--- config.mk ---
export PLATFORM = sky130hd
export DESIGN_NAME = noc_input_vc_buffer
export DESIGN_NICKNAME = d
export VERILOG_FILES = /design/src/rtl/noc_input_vc_buffer_pkg.sv /design/src/rtl/noc_input_vc_buffer_fifo.sv /design/src/rtl/noc_input_vc_buffer.sv
export SDC_FILE = /design/constraint.sdc
export NUM_CORES = 1
export LEC_CHECK = 0
export ABC_AREA = 0
export CAP_MARGIN = 0
export CORE_ASPECT_RATIO = 1.5
export CORE_MARGIN = 3
export CORE_UTILIZATION = 60
export DETAILED_ROUTE_END_ITERATION = 16
export PLACE_DENSITY = 0.9
export SYNTH_ARGS = -nofsm -noshare
export SYNTH_HDL_FRONTEND = slang
export SYNTH_SLANG_ARGS = --single-unit
--- constraint.sdc ---
create_clock -name noc_clk -period 3.5 [get_ports noc_clk]
set_input_delay 0.875 -clock noc_clk [delete_from_list [all_inputs] [get_ports noc_clk]]
set_output_delay 0.875 -clock noc_clk [all_outputs]
set_load 0.01 [all_outputs]
--- src/rtl/noc_input_vc_buffer_pkg.sv ---
// Shared types, defaults and flit-type helpers for the router input VC buffer.
package noc_input_vc_buffer_pkg;

    localparam int Noc_VC_Channel      = 2;
    localparam int Noc_Data_Width      = 16;
    // Width of the flit-type field held in the top bits of every flit.
    localparam int Noc_Flit_Type_Point = 2;

    typedef enum logic [1:0] {
        BODY   = 2'b00,
        HEAD   = 2'b01,
        TAIL   = 2'b10,
        SINGLE = 2'b11
    } e_flit_type;

    typedef enum logic {
        ST_IDLE,
        ST_IN_PKT
    } e_frame_state;

    // A flit that opens a packet (HEAD, or SINGLE which opens and closes it).
    function automatic logic is_head_type(input e_flit_type t);
        return (t == HEAD) || (t == SINGLE);
    endfunction

    // A flit that closes a packet (TAIL, or SINGLE).
    function automatic logic is_tail_type(input e_flit_type t);
        return (t == TAIL) || (t == SINGLE);
    endfunction

endpackage

--- src/rtl/noc_input_vc_buffer_fifo.sv ---
// Single-VC circular FIFO: count-based full/empty, sticky overflow flag.
module noc_vc_fifo #(
    parameter int DEPTH      = 4,
    parameter int DATA_WIDTH = 16,
    localparam int PW = $clog2(DEPTH),
    localparam int CW = $clog2(DEPTH + 1)
) (
    input  logic                  clk,
    input  logic                  rst,
    input  logic                  wr_en,
    input  logic [DATA_WIDTH-1:0] wr_data,
    input  logic                  rd_en,
    output logic                  full,
    output logic                  empty,
    output logic [DATA_WIDTH-1:0] rd_data,
    output logic [CW-1:0]         count,
    output logic                  err_overflow
);

    logic [DATA_WIDTH-1:0] mem_q [DEPTH];
    logic [PW-1:0]         wr_ptr_q, wr_ptr_d;
    logic [PW-1:0]         rd_ptr_q, rd_ptr_d;
    logic [CW-1:0]         count_q, count_d;
    logic                  ovf_q, ovf_d;
    logic                  wr_acc, rd_acc;

    assign full    = (count_q == CW'(DEPTH));
    assign empty   = (count_q == '0);
    assign wr_acc  = wr_en && !full;
    assign rd_acc  = rd_en && !empty;
    assign rd_data = mem_q[rd_ptr_q];
    assign count   = count_q;
    assign err_overflow = ovf_q;

    // Next pointers/count; DEPTH is a power of two so pointers wrap naturally.
    always_comb begin
        wr_ptr_d = wr_ptr_q;
        rd_ptr_d = rd_ptr_q;
        count_d  = count_q;
        ovf_d    = ovf_q;
        if (wr_acc) wr_ptr_d = wr_ptr_q + PW'(1);
        if (rd_acc) rd_ptr_d = rd_ptr_q + PW'(1);
        count_d = count_q + CW'(wr_acc) - CW'(rd_acc);
        if (wr_en && full) ovf_d = 1'b1;
    end

    // Control state register; reset wins over same-cycle write or pop.
    always_ff @(posedge clk) begin
        if (rst) begin
            wr_ptr_q <= '0;
            rd_ptr_q <= '0;
            count_q  <= '0;
            ovf_q    <= 1'b0;
        end else begin
            wr_ptr_q <= wr_ptr_d;
            rd_ptr_q <= rd_ptr_d;
            count_q  <= count_d;
            ovf_q    <= ovf_d;
        end
    end

    // Storage is not reset; only accepted writes update it.
    always_ff @(posedge clk) begin
        if (wr_acc && !rst) mem_q[wr_ptr_q] <= wr_data;
    end

endmodule

--- src/rtl/noc_input_vc_buffer.sv ---
// Router input stage: per-VC FIFOs, head-flit presentation and framing checks.
module noc_input_vc_buffer
    import noc_input_vc_buffer_pkg::*;
#(
    parameter int CHANNELS   = Noc_VC_Channel,
    parameter int DEPTH      = 4,
    parameter int DATA_WIDTH = Noc_Data_Width,
    localparam int VCW = (CHANNELS > 1) ? $clog2(CHANNELS) : 1,
    localparam int CW  = $clog2(DEPTH + 1)
) (
    input  logic                           noc_clk,
    input  logic                           noc_rst,
    input  logic                           in_valid,
    input  logic [VCW-1:0]                 in_vc,
    input  logic [DATA_WIDTH-1:0]          in_flit,
    output logic [CHANNELS-1:0]            in_vc_ready,
    output logic [CHANNELS-1:0]            out_valid,
    output logic [CHANNELS*DATA_WIDTH-1:0] out_flit,
    input  logic [CHANNELS-1:0]            out_ready,
    output logic [CHANNELS*CW-1:0]         occupancy,
    output logic [CHANNELS-1:0]            err_overflow,
    output logic [CHANNELS-1:0]            err_protocol
);

    logic [CHANNELS-1:0] vc_sel;
    logic [CHANNELS-1:0] full, empty, wr_acc;
    logic [CHANNELS-1:0] perr_q, perr_d;
    e_frame_state        state_q [CHANNELS];
    e_frame_state        state_d [CHANNELS];
    e_flit_type          ftype;

    assign ftype        = e_flit_type'(in_flit[DATA_WIDTH-1 -: Noc_Flit_Type_Point]);
    assign in_vc_ready  = ~full;
    assign out_valid    = ~empty;
    assign wr_acc       = vc_sel & ~full;
    assign err_protocol = perr_q;

    // Decode target VC; an index beyond CHANNELS matches no FIFO.
    always_comb begin
        vc_sel = '0;
        for (int v = 0; v < CHANNELS; v++) begin
            if (in_valid && (in_vc == VCW'(v))) vc_sel[v] = 1'b1;
        end
    end

    for (genvar g = 0; g < CHANNELS; g++) begin : g_vc
        noc_vc_fifo #(
            .DEPTH      (DEPTH),
            .DATA_WIDTH (DATA_WIDTH)
        ) u_fifo (
            .clk          (noc_clk),
            .rst          (noc_rst),
            .wr_en        (vc_sel[g]),
            .wr_data      (in_flit),
            .rd_en        (out_ready[g]),
            .full         (full[g]),
            .empty        (empty[g]),
            .rd_data      (out_flit[g*DATA_WIDTH +: DATA_WIDTH]),
            .count        (occupancy[g*CW +: CW]),
            .err_overflow (err_overflow[g])
        );
    end

    // Framing next state, advanced only by flits the FIFO actually accepts.
    always_comb begin
        perr_d = perr_q;
        for (int v = 0; v < CHANNELS; v++) begin
            state_d[v] = state_q[v];
            if (wr_acc[v]) begin
                case (state_q[v])
                    ST_IDLE: begin
                        if (!is_head_type(ftype))     perr_d[v]  = 1'b1;
                        else if (!is_tail_type(ftype)) state_d[v] = ST_IN_PKT;
                    end
                    default: begin
                        if (is_head_type(ftype))      perr_d[v]  = 1'b1;
                        else if (is_tail_type(ftype)) state_d[v] = ST_IDLE;
                    end
                endcase
            end
        end
    end

    // Framing state and sticky protocol errors.
    always_ff @(posedge noc_clk) begin
        if (noc_rst) begin
            perr_q <= '0;
            for (int v = 0; v < CHANNELS; v++) state_q[v] <= ST_IDLE;
        end else begin
            perr_q <= perr_d;
            for (int v = 0; v < CHANNELS; v++) state_q[v] <= state_d[v];
        end
    end

endmodule

==> flow_summary.ini, run 1 <==
[outcome]
status = finished, final reports clean

[die]
floorplan.initialDensity_pct = 62.7
die_h_microns = 128
rows = 43
coreArea_sq_um = 9420
pin_count = 68
die_area_sq_um = 11100
dieWidth_microns = 87.0

[global_route]
gr-usage-all-layers_pct = 21.8
grt_max_degree = 17
grt_first_pass_wirelength_microns = 17200
antenna_found_initial = 0
grt_remaining_overflow = 0
grt_pass1_vias = 3209

[clocking]
clkLatencyLatePin_ps = 420
cts-resized-gates = 0
cts_sinks = 152
clockRootBuffer = clkbuf_16
cts_buffers = 17
cts_tree = done
cts_setup_buffers = 0
path_clk_slew_ps = 60
postCtsHoldBufs = 0
cts_buffer_depth = 2
htreeDepth = 4

[placement]
hpwl_microns = 6400
dp_cells = 477
port_buffers = 67
gp_congestion = 0.698

[worst_setup_path]
path_max_fanout = 10
worst_setup_path_start_kind = flip-flop
end_kind = output port
crit_arrival_ps = 2370
cp.required_ps = 2620
critical_path_class = reg -> out

[drt]
drc_errors = 0
antenna_left = 0
vias = 2979
vias_per_cell = 5.85
routedWlPerCell_microns = 21.3
drt_iter0_drc = 173
wl_microns = 10800
firstDrtPassIters = 4

[yosys]
yosys_warnings = 0
synth_edf_count = 128
synth.distinct_cells = 33
synthFlopType = edfxtp_1
syn_area_sq_um = 5910
ys_seq_elements = 152
syn-num-nets = 334
synth_cells = 298
synth_seq_area_share_pct = 73.2
avgSynthCellArea_sq_um = 19.8
ys_async_sr_fraction_pct = 0

[timing]
fin_worst_skew_ps = 5.46
finalSetupViolCount = 0
finalHoldViolations = 0
final_period_minus_worst_setup_slack_ps = 3240
slew_headroom_pct = 42.6
rsz0062_at_grt = false
fin_crit_sh_pct = 92.6
fin_tns_setup_ps = 0
clock.fmax_mhz = 309
slew_viol_final = 0
worst_pin_slew_ps = 859

[finish]
final_layout_size_suffix_gt1_share_pct = 16.6
final_cells = 509
final.fill_count = 487
antennaDiodeCount = 0
syn2layout_area_growth_pct = 24.3
nNetsFinal = 420

[hold_path]
hp-class = reg -> reg

[pwr]
p_leak_nw = 2.49
cellPowerDensity_nw_per_um2 = 735
ir_worst_vdd_mv = 0.600

[run]
max-cap-violations = 0
-- final cells by class --
type                       instances  area [sq um]  area share [%]
inverter                          14          52.6           0.716
tap                              112           140            1.91
clock buffer                      20           437            5.95
clock inverter                    12           200            2.73
multi-input combinational        120          1420            19.4
timing repair buffer              79           761            10.4
sequential                       152          4320            58.9
-- where the power goes --
| part | internal [W] | switching (W) | total (W) |
|---|---|---|---|
| Sequential | 0.00207 | 0.000129 | 0.00220 |
| Clock | 0.00126 | 0.000671 | 0.00193 |
| Combinational | 0.000721 | 0.000534 | 0.00126 |
| Total | 0.00406 | 0.00133 | 0.00539 |
-- kinds of logic (layout without fill, tap and decap cells) --
logic type / after synthesis / in the layout / synth area share (%)
AO/OA/AOI/OAI: 22 / 22 / 2.29
XOR/XNOR: 8 / 8 / 1.19
adder cells (fa/ha/maj): 14 / 14 / 3.22
buffers and inverters: 26 / 125 / 2.67
flip-flops: 152 / 152 / 73.2
multiplexers: 32 / 32 / 13.0
AND/OR/NAND/NOR: 44 / 44 / 4.45
-- layer usage --
layer,track usage (%),vias to the layer above,wire length (microns)
met5,0,-,0
met4,10.7,0,218
met3,7.23,20,776
met2,35.3,122,5800
met1,25.9,1487,4040
li1,-,1350,-
-- per-stage QoR --
step           hold slack, ps  cell area, sq um  power [W]  setup slack [ps]  util [%]
2_1_floorplan             438              5910    0.00297              1190         -
3_3_place_gp              453              6700    0.00345               662      71.2
3_5_place_dp              458              6700    0.00351               547      71.2
4_1_cts                   482              7340    0.00545               212      77.9
5_1_grt                   526              7340    0.00561               165      77.9
6_report                  477              7340    0.00539               259      77.9
-- sequential cells by signal, indices dropped and copies added (netlist names), named ones only --
signal and cells:
err_protocol 2, g_vc.u_fifo.count 6, g_vc.u_fifo.err_overflow 2, g_vc.u_fifo.mem_q 128
g_vc.u_fifo.rd_ptr_q 4, g_vc.u_fifo.wr_ptr_q 4, state_q 2
-- cell usage after synthesis, drive strengths merged (3+ instances only) --
library cell / count / share of area (%)
mux4: 32 / 13
xnor2: 4 / 0.59
nor2b: 3 / 0.32
o21ai: 8 / 0.68
xor2: 4 / 0.59
inv: 14 / 0.89
ha: 12 / 2.5
buf: 10 / 1.7
edfxtp: 128 / 65
a21oi: 6 / 0.51
nand3: 4 / 0.34
and2: 11 / 1.2
nor2: 14 / 0.89
dfxtp: 24 / 8.1
nor3: 4 / 0.51
-- layout by cell type (no fill, tap or decap), types with 4 or more instances in the layout --
cell type,instances
xnor2_1,4
o21ai_0,5
inv_1,13
ha_1,12
a21oi_1,6
clkdlybuf4s50_1,67
buf_4,12
nor2_1,14
xor2_1,4
edfxtp_1,128
and2_1,11
mux4_2,20
dfxtp_1,24
bufinv_16,5
mux4_1,12
clkbuf_16,17
nand3_1,4
-- worst max-delay path, cell delays in order, from the launching register on --
cell and delay, ps:
dfxtp_1 550, buf_4 330, mux4_2 540, clkdlybuf4s50_1 520
-- final timing paths --
path	from	endpoint	slack (ps)	cells after the start
min reg2reg	g_vc[0].u_fifo.err_overflow	g_vc[0].u_fifo.err_overflow	480	2
max	flip-flop	out_flit[17]	260	3
min	g_vc[0].u_fifo.err_overflow	g_vc[0].u_fifo.err_overflow	480	2
max reg2reg	g_vc[0].u_fifo.count[1]	g_vc[0].u_fifo.count[2]	1320	9
(Power assumes the default switching activity.)
==> run 2: changes to the inputs <==
--- a/config.mk
+++ b/config.mk
@@ -8,7 +8,6 @@
 export ABC_AREA = 0
 export CAP_MARGIN = 0
 export CORE_ASPECT_RATIO = 1.5
-export CORE_MARGIN = 3
 export CORE_UTILIZATION = 60
 export DETAILED_ROUTE_END_ITERATION = 16
 export PLACE_DENSITY = 0.9
==> flow_summary.ini, run 2 (synthesized netlist as in run 1, its figures left out) <==
[global_route]
antenna_found_initial = 0
grt_max_degree = 17
grt_first_pass_wirelength_microns = 16500
grt_remaining_overflow = 0
gr-usage-all-layers_pct = 22.8
grt_pass1_vias = 3044

[die]
die_area_sq_um = 10300
dieWidth_microns = 83.0
die_h_microns = 124
floorplan.initialDensity_pct = 61.3
pin_count = 68
rows = 44
coreArea_sq_um = 9630

[placement]
port_buffers = 67
hpwl_microns = 6400
gp_congestion = 0.700

[drt]
routedWlPerCell_microns = 21.4
vias_per_cell = 5.87
drt_iter0_drc = 144
wl_microns = 11000
vias = 3012
drc_errors = 0
firstDrtPassIters = 4
antenna_left = 0

[pwr]
p_leak_nw = 2.51
seq_power_share_pct = 40.8
power_frac_comb_pct = 23.5
finalPower_w = 0.00538
ir_worst_vdd_mv = 0.612
cellPowerDensity_nw_per_um2 = 732
p_sw_w = 0.00132
swShare_pct = 24.5
intPower_w = 0.00406
clockPowerShare_pct = 35.7

[worst_setup_path]
critical_path_class = reg -> out
cpPeakStageDelay_ps = 580
path_cells = buf_4 > mux4_2 > clkdlybuf4s50_1
cp_num_cells = 3
crit_arrival_ps = 2420
end_kind = output port
cp.required_ps = 2620
crit_buf_inv = 2
r2r-start = g_vc[0].u_fifo.count[1]
path_max_fanout = 10
ff2ff_path_depth = 9
path_delay_family = buffers and inverters
worst_setup_path_start_kind = flip-flop
cp_slowest_cell = dfxtp_1

[timing]
clock.fmax_mhz = 304
fin_tns_setup_ps = 0
slew_viol_final = 0
final_period_minus_worst_setup_slack_ps = 3290
rsz0062_at_grt = false
fin_crit_sh_pct = 94.1
fin_worst_skew_ps = 4.03
slew_headroom_pct = 67.6
finalHoldViolations = 0
worst_pin_slew_ps = 484
finalSetupViolCount = 0

[clocking]
cts_setup_buffers = 0
htreeDepth = 4
cts_buffer_depth = 2
clockRootBuffer = clkbuf_16
clkLatencyLatePin_ps = 420
cts-resized-gates = 0
postCtsHoldBufs = 0
path_clk_slew_ps = 60
cts_tree = done
cts_sinks = 152
cts_buffers = 17

[finish]
largest_reg_flops = 128
syn2layout_area_growth_pct = 24.4
final_layout_size_suffix_gt1_share_pct = 16.8
final_util_pct = 76.3
regMostFlops = g_vc.u_fifo.mem_q
antennaDiodeCount = 0
layout_commonest_cell = edfxtp_1
nNetsFinal = 421
final_cell_mix = edfxtp_1 (128), clkdlybuf4s50_1 (67), dfxtp_1 (24), mux4_2 (20), clkbuf_16 (17)

[outcome]
status = finished, final reports clean

[hold_path]
min_path_cells = 2
hp-class = reg -> reg
hp-start = g_vc[0].u_fifo.err_overflow

[run]
max-cap-violations = 0
-- run 2: stage by stage --
stage               std cells  hold slack, ps  setup slack, ps  area (sq um)
detailed placement        481             470              586          6710
floorplan                 298             438             1190          5910
global route              513             513              113          7350
finish                    513             484              208          7350
CTS                       513             488              174          7350
global placement          481             453              670          6710
-- run 2: final timing paths --
check	slack [ps]	endpoint
worst max register to register	1360	g_vc[0].u_fifo.count[2]
worst min register to register	480	g_vc[0].u_fifo.err_overflow
worst min-delay path	480	g_vc[0].u_fifo.err_overflow
worst max-delay path	210	out_flit[30]
-- run 2: routing by layer --
| layer | GRT usage [%] | vias to the layer above | wire length, microns |
|---|---|---|---|
| met2 | 39.1 | 113 | 5810 |
| met4 | 12.5 | 0 | 307 |
| li1 | - | 1354 | - |
| met3 | 6.48 | 21 | 637 |
| met1 | 26.1 | 1524 | 4240 |
| met5 | 0 | - | 0 |
-- run 2: final cells by class --
type	count	area (sq um)
inverters	14	52.6
fillers	499	2290
multi-input cells	120	1420
repair buffers	80	768
flip-flops and latches	152	4320
clock inverters	8	143
clock buffers	24	492
well taps	115	144
-- run 2: power groups by stage --
| stage | registers (W) | logic (W) | clock network (W) |
|---|---|---|---|
| final | 0.00219 | 0.00127 | 0.00192 |
| after global routing | 0.00221 | 0.00136 | 0.00201 |
| after CTS | 0.00220 | 0.00129 | 0.00195 |
| after detailed placement | 0.00223 | 0.00127 | 0 |
| after global placement | 0.00222 | 0.00124 | 0 |
| after floorplan | 0.00221 | 0.000767 | 0 |
-- run 2: tightest hold or removal path, stage by stage, from the launching register on --
cell and delay, ps:
dfxtp_1 330, a21oi_1 40, nor2_1 80
==> run 3: changes to the inputs <==
--- a/config.mk
+++ b/config.mk
@@ -10,7 +10,9 @@
 export CORE_ASPECT_RATIO = 1.5
 export CORE_UTILIZATION = 60
 export DETAILED_ROUTE_END_ITERATION = 16
+export HOLD_SLACK_MARGIN = 0.06
 export PLACE_DENSITY = 0.9
+export SLEW_MARGIN = 30
 export SYNTH_ARGS = -nofsm -noshare
 export SYNTH_HDL_FRONTEND = slang
 export SYNTH_SLANG_ARGS = --single-unit
==> results of run 3 <==
Final layout, timing and power as in run 2 (identical DEF).
